==> config.mk <==
export PLATFORM = sky130hd
export DESIGN_NAME = huffman_decoder
export DESIGN_NICKNAME = d
export VERILOG_FILES = /design/src/rtl/huffman_decoder.sv
export SDC_FILE = /design/constraint.sdc
export NUM_CORES = 1
export LEC_CHECK = 0
export ABC_CLOCK_PERIOD_IN_PS = 5910
export BUFFER_PORTS_ARGS = -buffer_cell sky130_fd_sc_hd__buf_2
export CAP_MARGIN = 40
export CORE_MARGIN = 1
export CORE_UTILIZATION = 45
export DETAILED_ROUTE_END_ITERATION = 7
export PLACE_DENSITY = 0.77
export SLEW_MARGIN = 20
export SYNTH_ARGS = -nofsm -noshare
export SYNTH_HDL_FRONTEND = slang
export SYNTH_SLANG_ARGS = --single-unit
export TNS_END_PERCENT = 50
==> constraint.sdc <==
create_clock -name clk -period 5.91 [get_ports clk]
set_input_delay 1.182 -clock clk [delete_from_list [all_inputs] [get_ports clk]]
set_output_delay 1.182 -clock clk [all_outputs]
set_load 0.05 [all_outputs]
==> src/rtl/huffman_decoder.sv <==
// Serial decoder for a six-symbol prefix code, one stream bit per cycle, MSB (root side) first.
// Latency: sym_valid/err pulse the cycle after the edge that accepts a codeword's final bit.
// Backpressure: bit_ready is high only while a table is loaded; bits offered while it is low are dropped.
module huffman_decoder (
   input  logic       clk,
   input  logic       reset,
   input  logic       code_valid,
   input  logic [7:0] HC1,
   input  logic [7:0] HC2,
   input  logic [7:0] HC3,
   input  logic [7:0] HC4,
   input  logic [7:0] HC5,
   input  logic [7:0] HC6,
   input  logic [7:0] M1,
   input  logic [7:0] M2,
   input  logic [7:0] M3,
   input  logic [7:0] M4,
   input  logic [7:0] M5,
   input  logic [7:0] M6,
   input  logic       bit_valid,
   input  logic       bit_in,
   output logic       bit_ready,
   output logic       sym_valid,
   output logic [2:0] sym_out,
   output logic       err,
   output logic [7:0] dec_cnt
);

   typedef enum logic {IDLE = 1'b0, RUN = 1'b1} state_t;

   state_t          state_q, state_d;
   logic [5:0][7:0] hc_q, hc_d;
   logic [5:0][7:0] m_q, m_d;
   logic [7:0]      acc_q, acc_d;
   logic [3:0]      len_q, len_d;
   logic            bit_ready_q, bit_ready_d;
   logic            sym_valid_q, sym_valid_d;
   logic [2:0]      sym_out_q, sym_out_d;
   logic            err_q, err_d;
   logic [7:0]      dec_cnt_q, dec_cnt_d;

   logic [7:0]      nacc;
   logic [3:0]      nlen;
   logic [7:0]      len_mask;
   logic            hit;
   logic [2:0]      hit_idx;

   // Candidate codeword after the current bit and the lowest-index table match for it.
   always_comb begin
      nacc     = {acc_q[6:0], bit_in};
      nlen     = len_q + 4'd1;
      len_mask = 8'hFF >> (4'd8 - nlen);
      hit      = 1'b0;
      hit_idx  = 3'd0;
      // Walk from the top so the lowest matching index is the one that sticks.
      for (int i = 5; i >= 0; i--) begin
         if ((m_q[i] == len_mask) && (m_q[i] != 8'h00) &&
             ((nacc & m_q[i]) == (hc_q[i] & m_q[i]))) begin
            hit     = 1'b1;
            hit_idx = 3'(i + 1);
         end
      end
   end

   // Next-state, table capture and decode outcome.
   always_comb begin
      state_d     = state_q;
      hc_d        = hc_q;
      m_d         = m_q;
      acc_d       = acc_q;
      len_d       = len_q;
      sym_valid_d = 1'b0;
      sym_out_d   = sym_out_q;
      err_d       = 1'b0;
      dec_cnt_d   = dec_cnt_q;
      case (state_q)
         IDLE: begin
            if (code_valid) begin
               state_d = RUN;
               hc_d    = {HC6, HC5, HC4, HC3, HC2, HC1};
               m_d     = {M6, M5, M4, M3, M2, M1};
            end
         end
         RUN: begin
            if (!code_valid) begin
               // Table withdrawn: any bit offered this cycle is discarded with the partial codeword.
               state_d   = IDLE;
               acc_d     = 8'd0;
               len_d     = 4'd0;
               dec_cnt_d = 8'd0;
            end else if (bit_valid) begin
               if (hit) begin
                  sym_valid_d = 1'b1;
                  sym_out_d   = hit_idx;
                  dec_cnt_d   = dec_cnt_q + 8'd1;
                  acc_d       = 8'd0;
                  len_d       = 4'd0;
               end else if (nlen == 4'd8) begin
                  err_d = 1'b1;
                  acc_d = 8'd0;
                  len_d = 4'd0;
               end else begin
                  acc_d = nacc;
                  len_d = nlen;
               end
            end
         end
         default: state_d = IDLE;
      endcase
      bit_ready_d = (state_d == RUN);
   end

   // State, table and datapath registers.
   always_ff @(posedge clk or posedge reset) begin
      if (reset) begin
         state_q     <= IDLE;
         hc_q        <= '0;
         m_q         <= '0;
         acc_q       <= 8'd0;
         len_q       <= 4'd0;
         bit_ready_q <= 1'b0;
         sym_valid_q <= 1'b0;
         sym_out_q   <= 3'd0;
         err_q       <= 1'b0;
         dec_cnt_q   <= 8'd0;
      end else begin
         state_q     <= state_d;
         hc_q        <= hc_d;
         m_q         <= m_d;
         acc_q       <= acc_d;
         len_q       <= len_d;
         bit_ready_q <= bit_ready_d;
         sym_valid_q <= sym_valid_d;
         sym_out_q   <= sym_out_d;
         err_q       <= err_d;
         dec_cnt_q   <= dec_cnt_d;
      end
   end

   assign bit_ready = bit_ready_q;
   assign sym_valid = sym_valid_q;
   assign sym_out   = sym_out_q;
   assign err       = err_q;
   assign dec_cnt   = dec_cnt_q;

endmodule
After elaboration in Yosys (flattened, before gate mapping) --
Index checks and enable logic that the tools add are counted.
Storage, ports and cells: output and inout port bits 14, word-level logic and storage cells 106, input port bits 101, register bits 121
Cells by class: mux-type cells 33, add/sub/neg operators 3, reduce and logical (&&, ||, !) cells 22, shift-type cells 1, equality and inequality tests 15, bitwise operators 13
Operators with widths (number):
- 8-bit AND | 12
- 8-bit equality test | 12
- 8-bit nonzero test | 6
- 7-bit 2-to-1 mux | 4
- 8-bit 2-to-1 mux | 3
- 3-bit 2-to-1 mux | 6
- 1-bit 2-to-1 mux | 16
- 4-bit 2-to-1 mux | 4
- 1-bit logical AND | 12
- 8-bit by 1-bit adder with 8-bit output (second input constant) | 1
- 8-bit by 4-bit >> shifter with 8-bit output (first input constant) | 1
- 4-bit by 1-bit adder with 4-bit output (second input constant) | 1
- 4-bit equality test (second input constant) | 1
- 2-bit by 1-bit inequality test with 1-bit output (second input constant) | 2
- 2-bit AND reduction | 2
- 4-bit AND reduction | 1
- 4-bit subtractor (first input constant) | 1
- 3-bit AND reduction | 1
- 1-bit inverter | 1

Depth between registers and ports, before layout --
depth after elaboration 16, mapped depth 17, mapped depth without buffers 11

Least setup slack after synthesis --
Ideal clock, no wire load.
kind reg2reg, from reg len_q[0], to reg sym_out_q[0] (netlist: sym_out[0]), setup time 128 ps, required time 5782 ps, arrival time 3510 ps, buffers on the path 1, stages on the path, launching flop included 13, slack 2272 ps, path through dfrtp_1 -> buf_4 -> clkinv_1 -> ha_1 -> and4bb_4 -> a211oi_4 -> nor3_2 -> or3_1 -> a2111o_1 -> or4_4 -> and3_4 -> a21oi_2 -> mux2_1
Between the ends: longest elaborated chain between the ends 13, elaborated cells on any way between the ends 33, those cells by class add/sub: 2; eq/ne: 6; shift: 1; mux: 11; reduce/logical: 13
RTL lines:
- start, declared | RTL line 35 | logic [3:0] len_q, len_d;
- start signal, assigned | RTL line 131 | len_q <= len_d;
- 4-bit by 1-bit adder with 4-bit output * | RTL line 51 | nlen = len_q + 4'd1;
- 4-bit subtractor * | RTL line 52 | len_mask = 8'hFF >> (4'd8 - nlen);
- 8-bit by 4-bit >> shifter with 8-bit output * | RTL line 52
- 8-bit equality test | RTL line 57 | if ((m_q[i] == len_mask) && (m_q[i] != 8'h00) &&
- 1-bit logical AND (2 in a row) | RTL line 57
- 1-bit 2-to-1 mux (6 in a row) | RTL line 57
- 4-bit AND reduction (no line)
- end signal, assigned | RTL line 134 | sym_out_q <= sym_out_d;
- end, declared | RTL line 38 | logic [2:0] sym_out_q, sym_out_d;
Every way passes the cells marked *; elsewhere a longest branch is shown, timed or not. A chain may end at the register's enable or synchronous reset.

Final worst setup path --
from reg len_q[0], to reg dec_cnt_q[4] (netlist: dec_cnt[4])
Between the ends: longest elaborated chain between the ends 14, elaborated cells on any way between the ends 29, those cells by class add/sub: 2; eq/ne: 7; shift: 1; mux: 6; reduce/logical: 13
RTL lines:
- 4-bit by 1-bit adder with 4-bit output * | RTL line 51
- 4-bit subtractor * | RTL line 52
- 8-bit by 4-bit >> shifter with 8-bit output * | RTL line 52
- 8-bit equality test | RTL line 57
- 1-bit logical AND (2 in a row) | RTL line 57
- 1-bit 2-to-1 mux (5 in a row) | RTL line 57
- 1-bit 2-to-1 mux * | RTL line 57
- 2-bit by 1-bit inequality test with 1-bit output (no line) *
- 3-bit AND reduction (no line) *
- end signal, assigned | RTL line 136 | dec_cnt_q <= dec_cnt_d;
- end, declared | RTL line 40 | logic [7:0] dec_cnt_q, dec_cnt_d;
Marked as above.

==> results.py <==
metrics = {
    "status": {
        "status": "finished, final reports clean",
    },
    "drt": {
        "drtIter0Drc": 453,
        "wl_mm": 18.0,
        "ant_nets": 0,
        "post_drt_wl_per_cell_um": 19.0,
        "vias_per_cell": 5.97,
        "dr.pass1.iters": 5,
        "drc": 0,
        "vias": 5645,
    },
    "synth": {
        "synth_area_leaders": "dfrtp_1 (43%), mux2_2 (15%), xor2_1 (6.0%), xnor2_1 (3.3%), a21oi_1 (1.6%)",
        "ys_types": 73,
        "async_flop_share": 1.00,
        "synth_flop_cell": "dfrtp_1",
        "synth_top_area_share": 0.435,
        "ys_seq_elements": 121,
        "synth_top_area_cell": "dfrtp_1",
        "syn_area_um2": 6960,
        "yosysWarnings": 0,
        "ys_seq_area_frac": 0.435,
        "postSynthNetCount": 744,
        "ys_top_cells_by_count": "dfrtp_1 (121), mux2_2 (94), xor2_1 (48)",
        "synth-edff-count": 0,
        "syn_area_per_cell_um2": 10.9,
        "yosysMostFrequentCell": "dfrtp_1",
        "syn_inst": 639,
    },
    "setup_path": {
        "cp.required_ns": 6.26,
        "end_kind": "flip-flop",
        "worstSetupPathType": "reg -> reg",
        "cp_slowest_stage_delay_ns": 0.61,
        "crit_path_top_delay_cell": "dfrtp_1",
        "crit_fanout": 15,
        "crit_arrival_ns": 5.03,
        "cp-start-kind": "flip-flop",
        "worstPathCellList": "clkinv_1 -> ha_1 -> and4bb_4 -> a211o_1 -> a21oi_1 -> nor2_1 -> a31oi_1 -> a2111oi_0 -> a211oi_2 -> and2_1 -> o221a_2",
    },
    "pwr": {
        "powerDensity_nw_per_um2": 309,
        "p_leak_nw": 3.54,
        "peakVddDrop_mv": 0.239,
        "power_mw": 2.55,
    },
    "sta": {
        "report.final.hold_viol_count": 0,
        "clock_skew_ns": 0.00739,
        "rsz0062_at_grt": "no",
        "setup_violations": 0,
        "finalWorstPathRequiredPeriod_ns": 4.68,
        "layout_setup_ws_ns": 1.23,
        "fmax_ghz": 0.214,
        "hold_ws_ns": 0.480,
        "final_max_slew_viol_count": 0,
        "worstMarginPinSlew_ns": 0.734,
        "slew-limit-headroom": 0.508,
        "tns_ns": 0,
        "min_period_over_period": 0.791,
    },
    "final_layout": {
        "stdcell_area_um2": 8260,
        "syn2layout_area_growth_pct": 18.6,
        "insertedDiodeCount": 0,
        "drive_gt1_frac": 0.344,
        "fill_cells": 1313,
        "fin_nets": 850,
    },
    "global_routing": {
        "gr-total-overflow": 0,
        "grt_max_degree": 68,
        "first_global_vias": 5408,
        "antenna_found_initial": 0,
        "grt.total_usage": 0.237,
        "grt_pass1_wl_mm": 28.8,
    },
    "clocking": {
        "cts_root_buf": "clkbuf_16",
        "htreeDepth": 4,
        "cts_made_buffers": 17,
        "ctsResizeCount": 0,
        "insertion_delay_ns": 0.42,
        "cts.path.max_buffers": 2,
        "post-cts-setup-buffer-count": 0,
        "clk_pin_slew_ns": 0.05,
        "cts_sinks": 121,
        "cts_hold_buf": 0,
        "cts_tree": "yes",
    },
    "die": {
        "die_height_um": 126,
        "start_util": 0.460,
        "rows": 45,
        "dieArea_um2": 16000,
        "core_area_um2": 15100,
        "top_level_ports": 115,
        "die_x_um": 126,
    },
    "place": {
        "placed_area_um2": 7670,
        "place_worst_setup_slack_ns": 1.37,
        "gp_congestion": 0.903,
        "dp_hpwl_mm": 12.7,
        "io_buffers": 114,
    },
    "job": {
        "maxCapViolations": 0,
    },
    "hold_path": {
        "hold_class": "reg -> reg",
    },
}
metal layers:
| metal | wire length (µm) | share of wire | global-route usage |
|---|---|---|---|
| met5 | 0 | 0 | 0 |
| met4 | 546 | 0.030 | 0.111 |
| met3 | 1060 | 0.059 | 0.0603 |
| met2 | 8450 | 0.47 | 0.367 |
| met1 | 7920 | 0.44 | 0.311 |
power by group:
| group | switching, mW | leakage [nW] | internal, mW |
|---|---|---|---|
| logic | 0.268 | 1.81 | 0.258 |
| registers | 0.134 | 1.47 | 0.936 |
| clock network | 0.367 | 0.257 | 0.589 |
layout make-up:
| type | instances | area [µm²] | area share |
|---|---|---|---|
| Clock buffer | 22 | 454 | 0.0550 |
| Clock inverter | 10 | 96.3 | 0.0117 |
| Inverter | 14 | 55.1 | 0.00667 |
| Multi-Input combinational cell | 468 | 3730 | 0.451 |
| Sequential cell | 121 | 3030 | 0.367 |
| Tap cell | 188 | 235 | 0.0285 |
| Timing Repair Buffer | 123 | 663 | 0.0803 |
placed cells by master (no fill, tap or decap), types with 5 or more instances in the layout:
master,count
buf_4,5
a22oi_1,9
nor3_1,10
a21o_1,5
a222oi_1,5
or4_1,5
nand3_1,16
nor2_1,21
xor2_1,48
a211o_1,5
clkbuf_16,17
inv_1,12
a21oi_1,22
o22ai_1,5
buf_2,115
xnor2_1,26
a31oi_1,10
and2_1,8
nand4_1,8
o21ai_0,19
dfrtp_1,121
nand2_1,29
o31ai_1,5
or3_1,8
a32o_1,8
and3_1,7
mux2_2,94
nor4_1,13
path summary, 6_finish.rpt:
path / from / to / slack (ns) / depth (start not counted)
max in group asynchronous: reset / dec_cnt[2]$_DFFE_PP0P_ / 4.30 / 3
min in group asynchronous: reset / m_q[3]$_DFFE_PP0P_ / 0.67 / 2
hold / removal: sym_out[0]$_DFFE_PP0P_ / sym_out[0]$_DFFE_PP0P_ / 0.48 / 1
hold reg to reg: sym_out[0]$_DFFE_PP0P_ / sym_out[0]$_DFFE_PP0P_ / 0.48 / 1
setup reg to reg: len_q[0]$_DFFE_PP0P_ / dec_cnt[4]$_DFFE_PP0P_ / 1.23 / 11
setup / recovery: len_q[0]$_DFFE_PP0P_ / dec_cnt[4]$_DFFE_PP0P_ / 1.23 / 11
per-stage QoR:
| step | std cells | util |
|---|---|---|
| after global placement | 910 | 0.505 |
| after global routing | 946 | 0.545 |
| final | 946 | 0.545 |
| after floorplan | 639 | - |
| after detailed placement | 911 | 0.506 |
| after CTS | 943 | 0.543 |
flip-flops by register name, summed over array words and instances, names as in the netlist:
register   flops
hc_q          48
m_q           48
dec_cnt        8
acc_q          7
len_q          4
sym_out        3
bit_ready      1
err            1
sym_valid      1
kinds of logic (layout without fill, tap and decap cells):
logic type               count (synthesis)  count (layout)  synth area share
AND/OR/NAND/NOR                        154             154             0.128
AO/OA/AOI/OAI                          138             138             0.146
flip-flops                             121             121             0.435
multiplexers                            97              97             0.157
XOR/XNOR                                75              75            0.0965
buffers and inverters                   50             169            0.0309
adder cells (fa/ha/maj)                  4               4           0.00719
worst max-delay path, delay by kind of cell, from the launching register on:
kind / cells / cell delay (ns)
AOI/OAI and AO/OA: 6 / 1.97
DFF: 1 / 0.61
buffers and inverters: 1 / 0.31
adders and majority gates: 1 / 0.61
and+or+nand+nor: 3 / 1.11
No activity file was read; power rests on OpenSTA's default activity.
